--- config.mk ---
export PLATFORM = sky130hd
export DESIGN_NAME = reduce_kask_pipe
export DESIGN_NICKNAME = d
export VERILOG_FILES = /design/src/rtl/reduce_kask_pipe.sv
export SDC_FILE = /design/constraint.sdc
export NUM_CORES = 1
export LEC_CHECK = 0
export ABC_AREA = 1
export CAP_MARGIN = 20
export CORE_MARGIN = 2
export CORE_UTILIZATION = 35
export CTS_BUF_LIST = sky130_fd_sc_hd__clkbuf_8
export DETAILED_ROUTE_END_ITERATION = 6
export PLACE_DENSITY = 0.65
export SLEW_MARGIN = 20
export SYNTH_ARGS = -nofsm -noshare
export SYNTH_HDL_FRONTEND = slang
export SYNTH_SLANG_ARGS = --single-unit
--- constraint.sdc ---
create_clock -name clk -period 3.73 [get_ports clk]
set_input_delay 0.5595 -clock clk [delete_from_list [all_inputs] [get_ports clk]]
set_output_delay 0.5595 -clock clk [all_outputs]
set_load 0.005 [all_outputs]
--- src/rtl/reduce_kask_pipe.sv ---
// Pipelined LENGTH-bit AND/OR/XOR/NAND reduction, CHUNK bits folded per stage,
// with a valid/ready handshake and a single global stall on both sides.
module reduce_kask_pipe #(
  parameter int LENGTH = 16,
  parameter int CHUNK  = 4
) (
  input  logic              clk,
  input  logic              rst_n,
  input  logic [LENGTH-1:0] x,
  input  logic [1:0]        op,
  input  logic              x_valid,
  output logic              x_ready,
  output logic              y,
  output logic              y_valid,
  input  logic              y_ready
);

  localparam int STAGES = (LENGTH + CHUNK - 1) / CHUNK;
  localparam int PADLEN = STAGES * CHUNK;

  typedef enum logic [1:0] {
    OP_AND  = 2'b00,
    OP_OR   = 2'b01,
    OP_XOR  = 2'b10,
    OP_NAND = 2'b11
  } op_e;

  function automatic logic seed_of(input op_e o);
    return (o == OP_AND) || (o == OP_NAND);
  endfunction

  // NAND folds as AND; inversion happens only when the result is registered.
  function automatic logic fold(input op_e o, input logic a, input logic [CHUNK-1:0] b);
    case (o)
      OP_OR:   return a | (|b);
      OP_XOR:  return a ^ (^b);
      default: return a & (&b);
    endcase
  endfunction

  function automatic logic finish(input op_e o, input logic a);
    return (o == OP_NAND) ? ~a : a;
  endfunction

  // Triangular skew store: stage k keeps chunks k+1..STAGES-1, packed back to back.
  function automatic int skew_off(input int k);
    return k * (STAGES - 1) * CHUNK - CHUNK * ((k * (k - 1)) / 2);
  endfunction

  logic              en;
  op_e               op_in;
  logic [PADLEN-1:0] x_pad;
  logic              y_q, y_d;
  logic              y_valid_q, y_valid_d;

  assign en      = ~y_valid_q | y_ready;
  assign x_ready = en;
  assign op_in   = op_e'(op);
  assign y       = y_q;
  assign y_valid = y_valid_q;

  // Missing top bits take the identity of the captured op so they never affect the result.
  always_comb begin
    x_pad             = {PADLEN{seed_of(op_in)}};
    x_pad[LENGTH-1:0] = x;
  end

  always_ff @(posedge clk or negedge rst_n) begin
    if (!rst_n) begin
      y_q       <= 1'b0;
      y_valid_q <= 1'b0;
    end else if (en) begin
      y_q       <= y_d;
      y_valid_q <= y_valid_d;
    end
  end

  generate
    if (STAGES == 1) begin : g_single
      always_comb begin
        y_valid_d = x_valid;
        y_d       = x_valid ? finish(op_in, fold(op_in, seed_of(op_in), x_pad)) : y_q;
      end
    end else begin : g_pipe
      localparam int SKW = skew_off(STAGES - 1);

      logic [STAGES-2:0] valid_q, valid_d;
      logic [STAGES-2:0] acc_q, acc_d;
      op_e               op_q [STAGES-1];
      op_e               op_d [STAGES-1];
      logic [SKW-1:0]    skew_q, skew_d;

      always_comb begin
        valid_d = valid_q;
        acc_d   = acc_q;
        op_d    = op_q;
        skew_d  = skew_q;

        valid_d[0] = x_valid;
        op_d[0]    = op_in;
        acc_d[0]   = fold(op_in, seed_of(op_in), x_pad[CHUNK-1:0]);
        for (int unsigned c = 1; c < STAGES; c++) begin
          skew_d[skew_off(0) + (c - 1) * CHUNK +: CHUNK] = x_pad[c * CHUNK +: CHUNK];
        end

        for (int unsigned k = 1; k < STAGES - 1; k++) begin
          valid_d[k] = valid_q[k-1];
          op_d[k]    = op_q[k-1];
          acc_d[k]   = fold(op_q[k-1], acc_q[k-1], skew_q[skew_off(k - 1) +: CHUNK]);
          for (int unsigned c = k + 1; c < STAGES; c++) begin
            skew_d[skew_off(k) + (c - k - 1) * CHUNK +: CHUNK] =
              skew_q[skew_off(k - 1) + (c - k) * CHUNK +: CHUNK];
          end
        end

        y_valid_d = valid_q[STAGES-2];
        y_d       = valid_q[STAGES-2]
                  ? finish(op_q[STAGES-2],
                           fold(op_q[STAGES-2], acc_q[STAGES-2],
                                skew_q[skew_off(STAGES - 2) +: CHUNK]))
                  : y_q;
      end

      always_ff @(posedge clk or negedge rst_n) begin
        if (!rst_n) begin
          valid_q <= '0;
          acc_q   <= '0;
          skew_q  <= '0;
          for (int unsigned k = 0; k < STAGES - 1; k++) begin
            op_q[k] <= OP_AND;
          end
        end else if (en) begin
          valid_q <= valid_d;
          acc_q   <= acc_d;
          skew_q  <= skew_d;
          op_q    <= op_d;
        end
      end
    end
  endgenerate

endmodule
==> results.cfg <==
[run_status]
status = finished, final reports clean

[timing]
setup_ws_ns = 1.237
setup_viol = 0
finClkSkew_ns = 0.007736
hold_violations = 0
rsz0062_at_grt = false
worst_slew_pin_slew_ns = 0.8285
slew_headroom_pct = 44.77
fin_crit_sh_pct = 66.84
drv_slew = 0
fin_crit_ns = 2.493
fin_setup_tns_ns = 0
hold_slack_ns = 0.3722
fmax_mhz = 401.1

[placement]
dp_hpwl_um = 2269
dp_cells = 328
pre_cts_ws_ns = 1.243
place.gp.congestion = 0.7514
port_buffers = 24

[die]
die_h_um = 80.17
fp.coreArea_um2 = 5540
die_w_um = 80.17
ios = 25
dieArea_um2 = 6427
initial_utilization_pct = 36.65
row_count = 27

[clock_tree]
cts_tree = yes
insertion_delay_ns = 0.29
path_clk_slew_ns = 0.07
cts-root-buf = clkbuf_8
cts.sinks = 38
postCtsHoldBufs = 0
ctsResizeCount = 0
post-cts-setup-buffers = 0
cts_buffers = 5
cts_buffer_depth = 2
h-tree-depth = 2

[worst_hold_path]
hp-class = primary input to asynchronous set/reset pin

[layout]
area_growth_pct = 19.47
final_nets = 310
layout-drive-gt1-share_pct = 5.303
n_antenna_cell = 0
final_core_util_pct = 43.79
finalNonFillerCells = 336

[global_route]
grt_pass1_wl_um = 5885
grt_pass1_vias = 1399
grt_max_degree = 40
antenna_found_initial = 0
grtUsageTotal_pct = 11.69
grt-ovfl-total = 0

[worst_setup_path]
slowest_delay_ns = 0.45
crit_slowest_cell = clkdlybuf4s50_1
start_kind = primary input
crit_path_max_fanout = 37
crit_type = primary input to output port
worst_path_most_repeated_cell = clkdlybuf4s50_1
critPathCaptureType = output port
cp.required_ns = 3.17
path_cells = clkdlybuf4s50_1, nor2_4, buf_4, inv_2, clkdlybuf4s50_1
arrival_ns = 1.93

[job]
maxCapViolations = 0

[pwr]
ir_drop_mv = 0.3354
power_density_nw_per_um2 = 647.9
leakage_uw = 0.001260

[synthesis]
syn_inst = 237
synth_top_area_share_pct = 46.83
ys_ff_latch = 38
synth.most_common_cell = nand2_1
syn-mean-instance-area_um2 = 8.568
yosys.area.top_type = dfrtp_1
synth_edf_count = 0
yosys_most_used_dff = dfrtp_1
yosysSeqAreaShare_pct = 46.83
synth_area_leaders = dfrtp_1 47%, ha_1 15%, nand2_1 12%
synth_commonest_cells = 67 x nand2_1, 42 x inv_1, 38 x dfrtp_1, 25 x ha_1, 20 x o21ai_0
synth.distinct_cells = 21
synth_area_um2 = 2031
async_reset_ff_share_pct = 100.0
synth_nets = 284
yosysWarnings = 0

[drt]
wirelength_um = 3180
vias_per_cell = 4.304
drcViolationCount = 0
dr.first_iter.drc_count = 71
drtPass1Iterations = 4
wl_per_cell_um = 9.464
postRouteAntennaNets = 0
vias = 1446
power by group:
group / internal, µW / switching [µW]
Sequential: 568 / 98.3
Combinational: 269 / 347
Clock: 148 / 141
kinds of logic after synthesis:
logic type,synth area share (%)
adder cells (fa/ha/maj),15.40
AO/OA/AOI/OAI,9.058
XOR/XNOR,1.726
AND/OR/NAND/NOR,17.07
flip-flops,46.83
buffers and inverters,9.919
placed cells by master (no fill, tap or decap):
master           count
nand3_1              9
xnor2_1              2
o21ai_0             20
nand2_1             67
a21oi_1              2
inv_2                1
clkinv_2             1
or2_2                1
nor2_4               1
ha_1                25
clkinvlp_4           1
clkbuf_8             6
buf_4                2
inv_1               42
nor2_1               2
o21a_1               1
and3_1               1
xor2_1               2
dfrtp_1             38
nand4_1              3
a31oi_1              1
clkdlybuf4s50_1     23
o21ai_1             12
buf_2                1
state kept, by name (all words and copies together), names as in the netlist:
signal / flops
g_pipe.acc_q: 3
g_pipe.op_d: 4
g_pipe.op_q: 2
g_pipe.skew_q: 24
g_pipe.valid_q: 3
y: 1
y_valid: 1
critical path: cells and delay by family:
family                 cells  cell delay [ns]
buffers and inverters      4             1.26
and+or+nand+nor            1             0.10
through the flow:
step | power (µW) | cell area, µm²
after floorplan | 1135 | 2031
after global placement | 1276 | 2331
after detailed placement | 1298 | 2331
after CTS | 1597 | 2426
after global routing | 1746 | 2426
final | 1572 | 2426
cell type report:
type	count	area (µm²)
fillers	578	3114
multi-input cells	149	878.3
inverters	43	161.4
clock inverters	2	12.51
flip-flops and latches	38	950.9
repair buffers	26	250.2
clock buffers	6	82.58
well taps	72	90.09
metal layers:
metal	global-route usage (%)	vias to the layer above	wire length, µm
met5	0	-	0
met3	2.809	4	85
li1	-	782	-
met2	18.50	18	1448
met4	5.424	0	41
met1	15.06	642	1605
worst paths after layout:
check,cells past startpoint,end,start,slack (ns)
max,5,x_ready,y_ready,1.24
min,1,g_pipe.skew_q[17],rst_n,0.37
max reg2reg,7,g_pipe.acc_q[2],y_valid,2.16
min reg2reg,2,g_pipe.skew_q[10],g_pipe.skew_q[10],0.48
max in group asynchronous,1,g_pipe.acc_q[0],rst_n,2.84
min in group clk,2,g_pipe.skew_q[10],g_pipe.skew_q[10],0.48
(Power assumes the default switching activity.)
